$ cat config.mk
export PLATFORM = sky130hd
export DESIGN_NAME = ternary_dot_engine
export DESIGN_NICKNAME = d
export VERILOG_FILES = /design/src/rtl/ternary_dot_engine.sv
export SDC_FILE = /design/constraint.sdc
export NUM_CORES = 1
export LEC_CHECK = 0
export CAP_MARGIN = 10
export CORE_ASPECT_RATIO = 0.6
export CORE_UTILIZATION = 43
export CTS_CLUSTER_SIZE = 30
export DETAILED_ROUTE_END_ITERATION = 10
export PLACE_DENSITY_LB_ADDON = 0.12
export REMOVE_ABC_BUFFERS = 1
export SYNTH_ARGS = -nofsm -noshare
export SYNTH_HDL_FRONTEND = slang
export SYNTH_SLANG_ARGS = --single-unit
$ cat constraint.sdc
create_clock -name clk -period 25.2 [get_ports clk]
set_clock_uncertainty 0.2 [all_clocks]
set_input_delay 5.04 -clock clk [delete_from_list [all_inputs] [get_ports clk]]
set_output_delay 5.04 -clock clk [all_outputs]
set_load 0.005 [all_outputs]
$ cat src/rtl/ternary_dot_engine.sv
// Multi-lane ternary multiply-accumulate engine: per-beat ternary dot product,
// accumulation across beats up to a last-flagged beat, one result per vector.
module ternary_dot_engine #(
    parameter int LANES    = 8,
    parameter int ACT_W    = 8,
    parameter int ACC_W    = 32,
    parameter int SATURATE = 1,
    parameter int CNT_W    = 16
) (
    input  logic                   clk,
    input  logic                   reset,
    input  logic                   in_valid,
    output logic                   in_ready,
    input  logic [LANES*ACT_W-1:0] in_act,
    input  logic [LANES*2-1:0]     in_wgt,
    input  logic                   in_last,
    output logic                   out_valid,
    input  logic                   out_ready,
    output logic [ACC_W-1:0]       out_data,
    output logic                   out_sat,
    output logic                   out_err,
    output logic [CNT_W-1:0]       out_nz
);

    localparam int LW    = $clog2(LANES);
    localparam int SUM_W = ACT_W + LW + 1;
    localparam int NZ_W  = LW + 1;
    localparam logic [ACC_W-1:0] SAT_MAX = {1'b0, {(ACC_W-1){1'b1}}};
    localparam logic [ACC_W-1:0] SAT_MIN = {1'b1, {(ACC_W-1){1'b0}}};

    logic stall;

    logic signed [SUM_W-1:0] act_ext;
    logic signed [SUM_W-1:0] lane_sum;
    logic [NZ_W-1:0]         lane_nz;
    logic                    lane_err;

    logic                    s1_valid_q, s1_valid_d;
    logic signed [SUM_W-1:0] s1_sum_q, s1_sum_d;
    logic                    s1_last_q, s1_last_d;
    logic [NZ_W-1:0]         s1_nz_q, s1_nz_d;
    logic                    s1_err_q, s1_err_d;

    logic [ACC_W-1:0] acc_q, acc_d;
    logic             first_q, first_d;
    logic             sat_q, sat_d;
    logic             err_q, err_d;
    logic [CNT_W-1:0] nz_q, nz_d;

    logic             out_valid_q, out_valid_d;
    logic [ACC_W-1:0] out_data_q, out_data_d;
    logic             out_sat_q, out_sat_d;
    logic             out_err_q, out_err_d;
    logic [CNT_W-1:0] out_nz_q, out_nz_d;

    logic signed [ACC_W:0] acc_base, acc_sum;
    logic                  acc_ovf;
    logic [ACC_W-1:0]      acc_new;
    logic                  sat_new, err_new;
    logic [CNT_W-1:0]      nz_base, nz_new;
    logic [CNT_W:0]        nz_sum;

    assign stall    = out_valid_q & ~out_ready;
    assign in_ready = ~stall;

    // Lane decode: negation happens after sign extension so -(-2^(ACT_W-1)) is exact.
    always_comb begin
        act_ext  = '0;
        lane_sum = '0;
        lane_nz  = '0;
        lane_err = 1'b0;
        for (int i = 0; i < LANES; i++) begin
            act_ext = SUM_W'($signed(in_act[i*ACT_W +: ACT_W]));
            case (in_wgt[2*i +: 2])
                2'b10: begin
                    lane_sum = lane_sum + act_ext;
                    lane_nz  = lane_nz + NZ_W'(1'b1);
                end
                2'b00: begin
                    lane_sum = lane_sum - act_ext;
                    lane_nz  = lane_nz + NZ_W'(1'b1);
                end
                2'b11:   lane_err = 1'b1;
                default: lane_err = lane_err;
            endcase
        end
    end

    // Stage 1 capture: load on accept, drop valid when idle, freeze while stalled.
    always_comb begin
        s1_valid_d = s1_valid_q;
        s1_sum_d   = s1_sum_q;
        s1_last_d  = s1_last_q;
        s1_nz_d    = s1_nz_q;
        s1_err_d   = s1_err_q;
        if (!stall) begin
            s1_valid_d = in_valid;
            if (in_valid) begin
                s1_sum_d  = lane_sum;
                s1_last_d = in_last;
                s1_nz_d   = lane_nz;
                s1_err_d  = lane_err;
            end else begin
                s1_sum_d  = s1_sum_q;
            end
        end else begin
            s1_valid_d = s1_valid_q;
        end
    end

    // Stage 2 accumulate; a fresh vector restarts from zero so overflow is judged on the new sum.
    always_comb begin
        acc_base = first_q ? '0 : (ACC_W+1)'($signed(acc_q));
        acc_sum  = acc_base + (ACC_W+1)'(s1_sum_q);
        acc_ovf  = acc_sum[ACC_W] ^ acc_sum[ACC_W-1];
        if (acc_ovf && (SATURATE != 0)) begin
            acc_new = acc_sum[ACC_W] ? SAT_MIN : SAT_MAX;
        end else begin
            acc_new = acc_sum[ACC_W-1:0];
        end
        sat_new = acc_ovf | (sat_q & ~first_q);
        err_new = s1_err_q | (err_q & ~first_q);
        nz_base = first_q ? '0 : nz_q;
        nz_sum  = {1'b0, nz_base} + (CNT_W+1)'(s1_nz_q);
        nz_new  = nz_sum[CNT_W] ? '1 : nz_sum[CNT_W-1:0];

        acc_d       = acc_q;
        first_d     = first_q;
        sat_d       = sat_q;
        err_d       = err_q;
        nz_d        = nz_q;
        out_data_d  = out_data_q;
        out_sat_d   = out_sat_q;
        out_err_d   = out_err_q;
        out_nz_d    = out_nz_q;
        out_valid_d = (out_valid_q && out_ready) ? 1'b0 : out_valid_q;

        if (s1_valid_q && !stall) begin
            acc_d = acc_new;
            sat_d = sat_new;
            err_d = err_new;
            nz_d  = nz_new;
            if (s1_last_q) begin
                out_valid_d = 1'b1;
                out_data_d  = acc_new;
                out_sat_d   = sat_new;
                out_err_d   = err_new;
                out_nz_d    = nz_new;
                first_d     = 1'b1;
            end else begin
                first_d     = 1'b0;
            end
        end else begin
            first_d = first_q;
        end
    end

    // State registers with synchronous reset.
    always_ff @(posedge clk) begin
        if (reset) begin
            s1_valid_q  <= 1'b0;
            s1_sum_q    <= '0;
            s1_last_q   <= 1'b0;
            s1_nz_q     <= '0;
            s1_err_q    <= 1'b0;
            acc_q       <= '0;
            first_q     <= 1'b1;
            sat_q       <= 1'b0;
            err_q       <= 1'b0;
            nz_q        <= '0;
            out_valid_q <= 1'b0;
            out_data_q  <= '0;
            out_sat_q   <= 1'b0;
            out_err_q   <= 1'b0;
            out_nz_q    <= '0;
        end else begin
            s1_valid_q  <= s1_valid_d;
            s1_sum_q    <= s1_sum_d;
            s1_last_q   <= s1_last_d;
            s1_nz_q     <= s1_nz_d;
            s1_err_q    <= s1_err_d;
            acc_q       <= acc_d;
            first_q     <= first_d;
            sat_q       <= sat_d;
            err_q       <= err_d;
            nz_q        <= nz_d;
            out_valid_q <= out_valid_d;
            out_data_q  <= out_data_d;
            out_sat_q   <= out_sat_d;
            out_err_q   <= out_err_d;
            out_nz_q    <= out_nz_d;
        end
    end

    assign out_valid = out_valid_q;
    assign out_data  = out_data_q;
    assign out_sat   = out_sat_q;
    assign out_err   = out_err_q;
    assign out_nz    = out_nz_q;

endmodule

==> results of run 1 <==
[metal layers]
layer	vias up	share of wire, %	GRT usage (%)
met3	25	5.4	3.90
met1	5592	56	38.7
met4	0	0.73	4.33
li1	6191	-	-
met5	-	0	0
met2	286	37	32.1
[cells in the mapped netlist, drive strengths merged, types with 8 or more instances]
library cell    n
o31ai          17
o21a           23
buf            17
or3            15
ha            126
a21boi          9
xnor2         115
a31oi          13
nor2          207
dfxtp         121
nand2b         26
o21bai         12
mux2i          20
and3           11
a311oi          9
mux2           21
o21ai         113
inv            84
nor2b          56
nor3           65
a21o           33
xor2           36
and2            9
nand2         142
clkbuf         55
fa              9
nor4            8
nand3          16
a211oi         42
a21oi         134
nor3b          16
nand4           9
[power by group through the flow]
stage / clock [mW] / combinational, mW / sequential (mW)
final: 0.251 / 0.920 / 0.224
after global placement: 0 / 0.889 / 0.227
after CTS: 0.254 / 0.911 / 0.224
after detailed placement: 0 / 0.905 / 0.227
after floorplan: 0 / 0.701 / 0.227
after global routing: 0.263 / 1.03 / 0.226
[metrics by stage]
step	cell area, sq um	instances
after detailed placement	14200	2133
after CTS	14800	2165
after floorplan	12300	1609
after global placement	14200	2133
final	14800	2165
after global routing	14800	2165
[area by class of cell]
cell class	count	area share (%)
inverters	85	2.16
multi-input cells	1403	64.4
flip-flops and latches	121	16.4
well taps	375	3.17
repair buffers	149	9.83
clock buffers	20	3.09
clock inverters	12	1.01
[flip-flops by register name (all words and copies together), names as in the netlist, 4 cells and up]
name / count
s1_nz_q: 4
s1_sum_q: 12
nz_q: 16
out_nz: 16
acc_q: 32
out_data: 32
[worst max path at each step]
| stage | from | endpoint | slack [ns] | cells past startpoint |
|---|---|---|---|---|
| 5_1_grt | in_wgt[2] | s1_sum_q[11] | 7.73 | 49 |
| 4_1_cts | in_wgt[2] | s1_sum_q[11] | 8.61 | 49 |
| 3_5_place_dp | in_wgt[2] | s1_sum_q[11] | 8.22 | 49 |
| 2_1_floorplan | in_act[0] | s1_sum_q[11] | 10.52 | 50 |
| 6_report | in_wgt[2] | s1_sum_q[11] | 8.44 | 49 |
| 3_3_place_gp | in_wgt[2] | s1_sum_q[11] | 8.68 | 49 |
[logic make-up (layout without fill, tap and decap cells)]
family / count (synthesis) / count (layout) / synth area share (%)
fa+ha+maj: 140 / 140 / 14.4
compound gates: 471 / 471 / 24.3
buf+inv: 157 / 266 / 4.82
flops: 121 / 121 / 19.3
mux: 41 / 41 / 3.48
xor+xnor: 153 / 153 / 11.0
simple gates: 598 / 598 / 22.7
[critical path, delay by kind of cell]
| family | cells | cell delay [ns] |
|---|---|---|
| multiplexers | 2 | 0.65 |
| XOR/XNOR | 9 | 1.57 |
| adder cells (fa/ha/maj) | 7 | 2.47 |
| AND/OR/NAND/NOR | 12 | 2.42 |
| buffers and inverters | 3 | 1.07 |
| AO/OA/AOI/OAI | 16 | 3.63 |
==> results.md, run 1 <==
- The wire length after detailed routing is 35400 um.
- Entering global routing, the biggest net connects 77 pins.
- Of the available clock period, the critical path in the final layout requires 66.5%.
- The clock tree from TritonCTS is yes.
- The first detailed-routing pass took 7 iterations.
- By area the synthesized netlist is led by sky130_fd_sc_hd__dfxtp_1 (19%), sky130_fd_sc_hd__ha_1 (13%), sky130_fd_sc_hd__xnor2_1 (8.0%), sky130_fd_sc_hd__nor2_1 (6.1%), sky130_fd_sc_hd__a21oi_1 (5.3%).
- The remaining max-slew budget at the tightest pin is 28.0%.
- The source-to-sink clock delay at the later pin of the worst-skew pair is 0.43 ns.
- The synthesis-to-finish area growth is 17.9%.
- The total CTS buffers is 17.
- Pin placement for this block handled 137 I/O pins.
- The via-per-instance ratio is 5.59.
- The share of power burned in combinational logic is 66.0%.
- The register cell area after layout is 2420 sq um.
- The internal portion of the total power is 0.775 mW.
- Setup repair after global routing left no endpoint under its margin.
- The most repeated library cell on the critical path is sky130_fd_sc_hd__ha_1.
- The cell count after synthesis is 1681.
- The floorplan step set the die height to 134 um.
- The post-placement worst setup slack is 8.22 ns.
- The number of global-route vias before repair came to 11100.
- In this run the most critical hold path is launched from acc_q[26].
- The final setup violation count is 0.
- The pin slew with the least headroom to its limit is 1.08 ns.
- The count of different cell masters after synthesis is 82.
- Of the total power, the clock network draws 18.0%.
- The power dissipated by switching net loads is 0.619 mW.
- The data required time of the critical path is 25.28 ns.
- Counting flops with a built-in enable in the synthesized netlist gives 0.
- The number of nets with antenna violations after detailed routing is 0.
- The max-cap check violation count is 0.
- The largest area contributor in the netlist is sky130_fd_sc_hd__dfxtp_1.
- In this run, post-CTS repair resized a total of 0 instances.
- For this configuration, the core starts out at a cell density of 43.7%.
- The flow ran to the end, and the final reports show no timing, DRC or antenna violations.
- In this run the tool buffered the top-level ports with 136 buffer cells.
- The mean post-synth cell area is 7.47 sq um.
- The multi-input gate area in the final layout is 9520 sq um.
- The number of pins with negative max-slew slack in the final report is 0.
- The worst hold path class is reg2reg.
- After synthesis, the share of flip-flops with an asynchronous set or reset is 0%.
- The total of hold buffers inserted after clock tree synthesis is 0.
- The largest fanout on the critical path is 24.
- Setup slack on the worst reg-to-reg path comes out at 18.95 ns.
- Net switching is 44.4% of the power.
- The startpoint of the worst-slack reg-to-reg timing path is first_q.
- The number of nets at the end of the flow is 1997.
- STA classifies the critical path endpoint as a register.
- The number of buffers inserted by post-CTS setup repair is 0.
- Summed over all layers, the global routing overflow is 0.
- The placed wire-length estimate is 27800 um.
- The endpoint identified for the worst register-to-register timing path is acc_q[8].
- The power after layout is 1.39 mW.
- In this run the power density over the cells is 94.3 nW/um^2.
- In the layout the commonest cells are sky130_fd_sc_hd__nor2_1 (205), sky130_fd_sc_hd__nand2_1 (142), sky130_fd_sc_hd__clkdlybuf4s50_1 (135).
- The floorplan step set the die width to 223 um.
- The cell depth of the worst flop-to-flop path is 19.
- For this design, the sink count on the clock tree is 121.
- The count of final hold-check violations is 0.
- At the end of routability-driven placement, the weighted congestion stood at 0.888.
- The post-detailed-route DRC marker count is 0.
- After detailed routing, the average wire length per cell comes to 16.4 um.
- After synthesis the netlist holds a flip-flop and latch count of 121.
- The post-route setup TNS is 0 ns.
- The analysis attributes to cell leakage a power of 6.06 nW.
- The core region is 28700 sq um.
- The area of the mapped netlist is 12600 sq um.
- The initialized floorplan defines 48 standard-cell rows.
- The library cell used most frequently in the layout, excluding fill and tap cells, is sky130_fd_sc_hd__nor2_1.
- The most used flip-flop cell after synthesis is sky130_fd_sc_hd__dfxtp_1.
- Global routing consumed, over all layers together, 23.9% of the routing resources.
- Counting I/O delays and the setup requirement, the final critical path takes 16.76 ns.
- Across all setup checks in the final design, the least slack found is 8.44 ns.
- Hold timing on the final database bottoms out at a slack of 0.249 ns.
- In this design, the stage delay of the slowest critical-path cell is 0.90 ns.
- The floorplan step defined a die boundary enclosing 29900 sq um.
- The post-route core utilization is 51.5%.
- Clock-pin slew was measured on the worst setup and hold paths at 0.05 ns.
- The share of the yosys chip area belonging to registers is 19.3%.
- The fraction of synthesized cell area taken by the top area cell type is 19.3%.
- The sequential power share is 16.0%.
- Yosys printed 0 warnings.
- The number of diodes is 0.
- The initial antenna violation count is 0.
- The classification of the worst setup path is in2reg.
- The deepest clock path buffer count is 2.
- The number of vias after detailed routing is 12100.
- The maximum VDD drop is 0.0000428 V.
- Data arrives at the worst endpoint at 16.84 ns.
- The slowest stage of the critical path is the sky130_fd_sc_hd__clkdlybuf4s50_1 cell.
- The first-pass GRT wire length is 58000 um.
- In the final layout, the share of cells above drive strength 1 is 4.64%.
- The filler cell count is 2817.
- The number of instances on the worst hold path is 2.
- The H-tree was split into 4 levels.
- Derived from the worst setup path, the maximum achievable clock frequency is 59.7 MHz.
- For hold timing, the worst endpoint is acc_q[26].
- The startpoint type of the worst setup path is an input port.
- The iteration-0 DRC count of the detailed router is 953.
- The clock root buffer master is sky130_fd_sc_hd__clkbuf_16.
Power figures use the tool's default switching activity.
==> inputs of run 2 (changes only) <==
==> constraint.sdc (replaced) <==
create_clock -name clk -period 15.4 [get_ports clk]
set_clock_uncertainty 0.2 [all_clocks]
set_input_delay 3.08 -clock clk [delete_from_list [all_inputs] [get_ports clk]]
set_output_delay 3.08 -clock clk [all_outputs]
set_load 0.005 [all_outputs]
==> run 2 against run 1 <==
Against the previous run:
- first-iteration DRC count decreased by 8.4%
- worst setup slack lost 7.2 ns
- final cell count fell by 0.14%
- sequential power up 63%
- core utilization is 0.25 points lower
- total power up 60%
- hold slack worse by 0.0013 ns
- non-clock buffer count increased by 1
- die area unchanged
- critical path type unchanged
- clock power is 47% higher
- via count up 0.38%
- highest routed layer unchanged
==> results.md, run 2 (same netlist as run 1, synthesis figures left out) <==
- The flow ran to the end, and the final reports show no timing, DRC or antenna violations.
- The post-route core utilization is 51.3% (-0.25 points).
- Leaving out fill and tap cells, the most frequent cell in the layout is sky130_fd_sc_hd__nor2_1.
- The overall fraction of global-route tracks in use is 23.5% (-0.38 points).
- The number of sinks driven by the clock tree is 121 (unchanged).
- The initial antenna violation count is 0 (unchanged).
- The final setup violation count is 0 (unchanged).
- The pin count of the biggest net entering global routing was 77 (unchanged).
- The overall die area came to 29900 sq um (unchanged).
- The capturing point of the worst reg2reg path is out_data[8].
- The maximum cell stage delay along the critical path came to 0.54 ns (-0.36 ns).
- The reported leakage power was 6.02 nW (-0.55%).
- The final weighted congestion of routability-driven global placement is 0.914 (+2.9%).
- The total CTS buffers is 17 (unchanged).
- The capturing instance or port of the critical path is s1_sum_q[11].
- The startpoint type of the worst setup path is an input port.
- The number of nets with antenna violations after detailed routing is 0 (unchanged).
- The post-route setup TNS is 0 ns (unchanged).
- The remaining max-slew budget at the tightest pin is 29.6% (+1.6 points).
- The count of final hold-check violations is 0 (unchanged).
- The number of pins with negative max-slew slack in the final report is 0 (unchanged).
- The total of hold buffers inserted after clock tree synthesis is 0 (unchanged).
- The post-placement worst setup slack is 0.966 ns (-7.25 ns).
- The number of top-level design ports was 137 (unchanged).
- The number of iterations in the first detailed-routing pass was 5 (-2).
- The placed wire-length estimate is 27400 um (-1.6%).
- Derived from the worst setup path, the maximum achievable clock frequency is 70.6 MHz.
- The routed design could run at a clock period as short as 14.16 ns.
- The initial cell density of the core is 43.7% (unchanged).
- The clock tree from TritonCTS is yes.
- The pin slew with the least headroom to its limit is 1.06 ns (-0.0245 ns).
- The register-to-register path setup slack was 9.24 ns (-9.71 ns).
- The via-per-instance ratio came to 5.62 (+0.52%).
- The floorplan die width is 223 um (unchanged).
- Leaving out fill and tap cells, the most frequent cells in the layout are sky130_fd_sc_hd__nor2_1 (205), sky130_fd_sc_hd__nand2_1 (142), sky130_fd_sc_hd__clkdlybuf4s50_1 (135).
- The H-tree depth reported by CTS is 4 (unchanged).
- The number of nets at the end of the flow is 1998 (+0.050%).
- The y dimension of the die is 134 um (unchanged).
- The source-to-sink clock delay at the later pin of the worst-skew pair is 0.42 ns (about the same).
- The total cell area at the placement stage was 14200 sq um (about the same).
- The most repeated library cell on the critical path is sky130_fd_sc_hd__ha_1.
- The number of vias after detailed routing is 12100 (+0.38%).
- The final critical path takes up 91.9% of the cycle.
- The worst path setup slack after routing is 1.24 ns (-7.19 ns).
- The largest fanout on the critical path was 7 (-71%).
- The iteration-0 DRC count of the detailed router is 873 (-8.4%).
- Clock tree synthesis selected as its root buffer the cell sky130_fd_sc_hd__clkbuf_16.
- Among cell families on the critical path, the largest total delay comes from compound AO/OA/AOI/OAI gates.
- The combined buffer and inverter count along the critical path was 4 (+1).
- The synthesis-to-finish area growth is 17.3%.
- The number of global-route vias before repair was 10800 (-2.2%).
- The core area came to 28700 sq um (unchanged).
- The wire length after detailed routing is 35000 um (-1.2%).
- The share of cells above drive strength 1 is 4.31% (-0.33 points).
- The post-detailed-route DRC marker count came to 0 (unchanged).
- The overflow left after global routing is 0 (unchanged).
- The classification of the worst setup path is in2reg.
- Setup repair after global routing left no endpoint under its margin.
- The finished layout cell area is 14700 sq um (-0.48%).
- The site row count came to 48 (unchanged).
- The number of buffers inserted by post-CTS setup repair is 0 (unchanged).
- The first-pass GRT wire length came to 57100 um (-1.6%).
- The maximum VDD drop came to 0.0000764 V (+79%).
- The number of gates given a new drive strength after cts is 0 (unchanged).
- The deepest clock path buffer count came to 2 (unchanged).
- The data arrival time of the worst path is 14.24 ns (-2.60 ns).
- The critical path depth is 50 (+2.0%).
- The number of diodes was 0 (unchanged).
- The max-cap check violation count was 0 (unchanged).
- The data required time of the critical path is 15.48 ns (-9.80 ns).
- The kind of end point of the critical path is a register.
- The mean routed wirelength per cell is 16.2 um (-1.0%).
- The worst hold path class is reg2reg.
- The startpoint of the worst-slack reg-to-reg timing path is first_q.
- The power density relative to cell area came to 152 nW/um^2 (+61%).
- The power after layout came to 2.23 mW (+60%).
- The number of port buffers is 136 (unchanged).
- On the critical path, the stage with the largest delay is an instance of sky130_fd_sc_hd__o32ai_2.
- The launching element of the worst setup path is in_act[0].
- The cell depth of the worst flop-to-flop path is 19 (unchanged).
- The clock transition at the registers of the reported paths is 0.06 ns (about the same).
[run 2: cell types whose count changed in the layout (fill, tap and decap cells not counted)]
cell                         before  now
sky130_fd_sc_hd__clkinv_2         5    3
sky130_fd_sc_hd__clkbuf_8         2    3
sky130_fd_sc_hd__clkinvlp_4       1    0
sky130_fd_sc_hd__clkbuf_1         1    4
sky130_fd_sc_hd__buf_4           13   14
sky130_fd_sc_hd__bufinv_16        3    1
sky130_fd_sc_hd__clkinv_4         3    0
[run 2: routing by layer]
layer  global-route usage [%]  wire length (um)
met1                     38.7             20100
met5                        0                 0
met4                     3.60               180
met2                     31.1             13000
met3                     3.86              1750
[run 2: power by group]
| part | switching, mW | internal (mW) |
|---|---|---|
| clock | 0.138 | 0.230 |
| combinational | 0.837 | 0.662 |
| sequential | 0.0193 | 0.346 |
[run 2: worst min-delay path by stage]
stage,from,to,slack (ns),cells past startpoint
2_1_floorplan,acc_q[0],acc_q[0],0.22,2
3_3_place_gp,acc_q[16],acc_q[16],0.23,2
3_5_place_dp,acc_q[5],acc_q[5],0.24,2
4_1_cts,acc_q[22],acc_q[22],0.25,2
5_1_grt,acc_q[22],acc_q[22],0.26,2
6_report,acc_q[22],acc_q[22],0.25,2
[run 2: worst min-delay path, stage by stage (launching register included)]
cell,delay (ns)
sky130_fd_sc_hd__dfxtp_1,0.30
sky130_fd_sc_hd__nand2_1,0.05
sky130_fd_sc_hd__a21oi_1,0.05
[run 2: area by class of cell]
cell class                      instances  area [sq um]
Timing Repair Buffer                  150          1460
Multi-Input combinational cell       1403          9520
Sequential cell                       121          2420
Inverter                               85           319
Tap cell                              375           469
Clock inverter                          4          45.0
Fill cell                            2820         14000
Clock buffer                           24           482
[run 2: through the flow]
step | hold WS, ns | std cells
after global routing | 0.259 | 2162
after floorplan | 0.217 | 1609
after detailed placement | 0.236 | 2134
after CTS | 0.249 | 2162
final | 0.248 | 2162
after global placement | 0.227 | 2134
==> inputs of run 3 (changes only) <==
--- a/config.mk
+++ b/config.mk
@@ -7,6 +7,7 @@
 export LEC_CHECK = 0
 export CAP_MARGIN = 10
 export CORE_ASPECT_RATIO = 0.6
+export CORE_MARGIN = 4
 export CORE_UTILIZATION = 43
 export CTS_CLUSTER_SIZE = 30
 export DETAILED_ROUTE_END_ITERATION = 10
==> run 3 against run 2 <==
Against the previous run:
- non-clock buffer count is 3 higher
- die area grew 7.3%
- hold slack worse by 0.0044 ns
- global-route usage down 1.6 points
==> results.md, run 3 (same netlist as run 1, synthesis figures left out) <==
- The initial antenna violation count was 1 (+1).
- The count of final hold-check violations was 0 (unchanged).
- The iteration-0 DRC count of the detailed router is 773 (-11%).
- The final standard cell count with taps included and fillers excluded came to 2169 (+0.32%).
- The clock transition at the registers of the reported paths was 0.05 ns (about the same).
- The number of top-level design ports is 137 (unchanged).
- The cell count after placement is 2137 (+0.14%).
- The number of vias after detailed routing is 12100 (-0.67%).
- The via-per-instance ratio is 5.56 (-0.99%).
- The largest fanout on the critical path is 7 (unchanged).
- The first-pass GRT wire length is 58600 um (+2.7%).
- TritonCTS built the clock tree.
- The pin count of the biggest net entering global routing came to 77 (unchanged).
- The number of port buffers is 136 (unchanged).
- The total of hold buffers inserted after clock tree synthesis is 0 (unchanged).
- The overall fraction of global-route tracks in use is 21.9% (-1.6 points).
- The post-route setup TNS is 0 ns (unchanged).
- The run finished with clean final reports.
- The tree is rooted in a sky130_fd_sc_hd__clkbuf_16.
- The final worst-path cycle share is 92.4% (+0.44 points).
- The number of sinks driven by the clock tree is 121 (unchanged).
- The H-tree depth reported by CTS is 4 (unchanged).
- The floorplan die width is 229 um (+2.7%).
- The number of nets with antenna violations after detailed routing came to 0 (unchanged).
- The max-cap check violation count is 0 (unchanged).
- The placed wire-length estimate is 28100 um (+2.7%).
- The share of cells above drive strength 1 is 4.68% (+0.38 points).
- The worst hold path class is reg2reg.
- The data required time of the critical path is 15.47 ns (about the same).
- The setup path with the least slack is of type in2reg.
- The number of buffers inserted by post-CTS setup repair was 0 (unchanged).
- The initial cell density of the core came to 43.6% (-0.091 points).
- The number of nets at the end of the flow is 2001 (+0.15%).
- The overall die area is 32100 sq um (+7.3%).
- The power dissipated by switching net loads came to 1.00 mW (+0.53%).
- The wire length after detailed routing came to 36000 um (+2.9%).
- The maximum cell stage delay along the critical path is 0.57 ns (+0.03 ns).
- The number of iterations in the first detailed-routing pass is 7 (+2).
- The power density relative to cell area is 153 nW/um^2 (+1.0%).
- Compared with the post-synthesis result, the final layout area differs by 18.0%.
- The post-detailed-route DRC marker count was 0 (unchanged).
- The fmax is 70.3 MHz (-0.47%).
- The pin slew with the least headroom to its limit was 1.06 ns (+0.00588 ns).
- The reported leakage power was 6.07 nW (+0.71%).
- STA classifies the critical path endpoint as a register.
- The number of global-route vias before repair is 11100 (+2.4%).
- The mean routed wirelength per cell was 16.6 um (+2.6%).
- The source-to-sink clock delay at the later pin of the worst-skew pair is 0.42 ns (about the same).
- The y dimension of the die is 140 um (+4.5%).
- The net switching share of the total power is 44.1% (-0.46 points).
- The register cell area after layout is 2420 sq um (unchanged).
- The overflow left after global routing is 0 (unchanged).
- The design internal power is 1.27 mW (+2.4%).
- The post-route core utilization is 51.5% (+0.19 points).
- The share of power burned in combinational logic was 66.0% (-1.1 points).
- The maximum VDD drop is 0.0000721 V (-5.7%).
- Among the stages of the critical path, the cell type that occurs most often is sky130_fd_sc_hd__ha_1.
- The slowest stage of the critical path belongs to the cell sky130_fd_sc_hd__clkdlybuf4s50_1.
- The number of pins with negative max-slew slack in the final report is 0 (unchanged).
- The filler cell count is 2860 (+1.4%).
- Setup repair after global routing left no endpoint under its margin.
- The total CTS buffers was 17 (unchanged).
- The number of gates given a new drive strength after cts is 0 (unchanged).
- The site row count is 48 (unchanged).
- The final critical-path required period is 14.22 ns (+0.0673 ns).
- The sequential power share is 16.2% (-0.2 points).
- The remaining max-slew budget at the tightest pin was 29.3% (-0.39 points).
- The final setup violation count is 0 (unchanged).
- The core area was 28800 sq um (+0.21%).
- The library cell used most frequently in the layout, excluding fill and tap cells, is sky130_fd_sc_hd__nor2_1.
- The deepest clock path buffer count is 2 (unchanged).
- In the layout the commonest cells are sky130_fd_sc_hd__nor2_1 (205), sky130_fd_sc_hd__nand2_1 (142), sky130_fd_sc_hd__clkdlybuf4s50_1 (135).
- The clock share of power is 17.8% (+1.3 points).
- The multi-input gate area in the final layout is 9520 sq um (unchanged).
- The data arrival time of the worst path is 14.29 ns (+0.05 ns).
- STA classifies the critical path startpoint as an input port.
- The final weighted congestion of routability-driven global placement came to 0.886 (-3.0%).
[run 3: changes by cell type in the layout (fill, tap and decap cells not counted), sizes merged]
cell      delta
bufinv       +2
clkbuf       -2
diode        +1
buf          +3
clkinvlp     +1
clkinv       +2
[run 3: area by class of cell]
class / instances / share of cell area (%)
Clock buffer: 22 / 3.13
Antenna cell: 1 / 0.0169
Multi-Input combinational cell: 1403 / 64.3
Sequential cell: 121 / 16.4
Timing Repair Buffer: 153 / 10.0
Clock inverter: 9 / 0.828
Inverter: 85 / 2.15
Tap cell: 375 / 3.17
[run 3: metal layers]
metal	track usage (%)	part of all wire (%)	up-vias
met3	4.27	5.4	24
met2	29.2	38	267
met4	3.83	0.78	0
met5	0	0	-
met1	35.7	56	5577
li1	-	-	6191
[run 3: through the flow]
step	worst slack (ns)	instance area, sq um	power, mW	hold slack [ns]
2_1_floorplan	2.68	12300	1.52	0.217
3_3_place_gp	1.31	14200	1.82	0.228
3_5_place_dp	0.956	14200	1.85	0.235
4_1_cts	1.36	14800	2.26	0.247
5_1_grt	0.285	14800	2.47	0.273
6_report	1.18	14800	2.27	0.243
[run 3: critical path: cells and delay by family]
| kind | cells | cell delay (ns) |
|---|---|---|
| xor gates and xnor gates | 8 | 1.32 |
| muxes | 2 | 0.64 |
| and+or+nand+nor | 12 | 2.21 |
| AOI/OAI and AO/OA | 16 | 3.64 |
| adders and majority gates | 8 | 2.64 |
| buffers and inverters | 4 | 0.78 |
[run 3: path summary, 6_finish.rpt]
check / endpoint / cells after the start / slack (ns) / startpoint
worst min register to register: acc_q[4] / 2 / 0.24 / acc_q[4]
worst max-delay path: s1_sum_q[11] / 50 / 1.18 / in_act[0]
worst min-delay path: acc_q[4] / 2 / 0.24 / acc_q[4]
worst max register to register: acc_q[10] / 19 / 9.12 / first_q
[run 3: power by group through the flow]
stage          registers (mW)  logic, mW  clock network [mW]
2_1_floorplan           0.372       1.15                   0
3_3_place_gp            0.371       1.45                   0
3_5_place_dp            0.372       1.48                   0
4_1_cts                 0.366       1.49               0.411
5_1_grt                 0.370       1.68               0.427
6_report                0.366       1.50               0.404
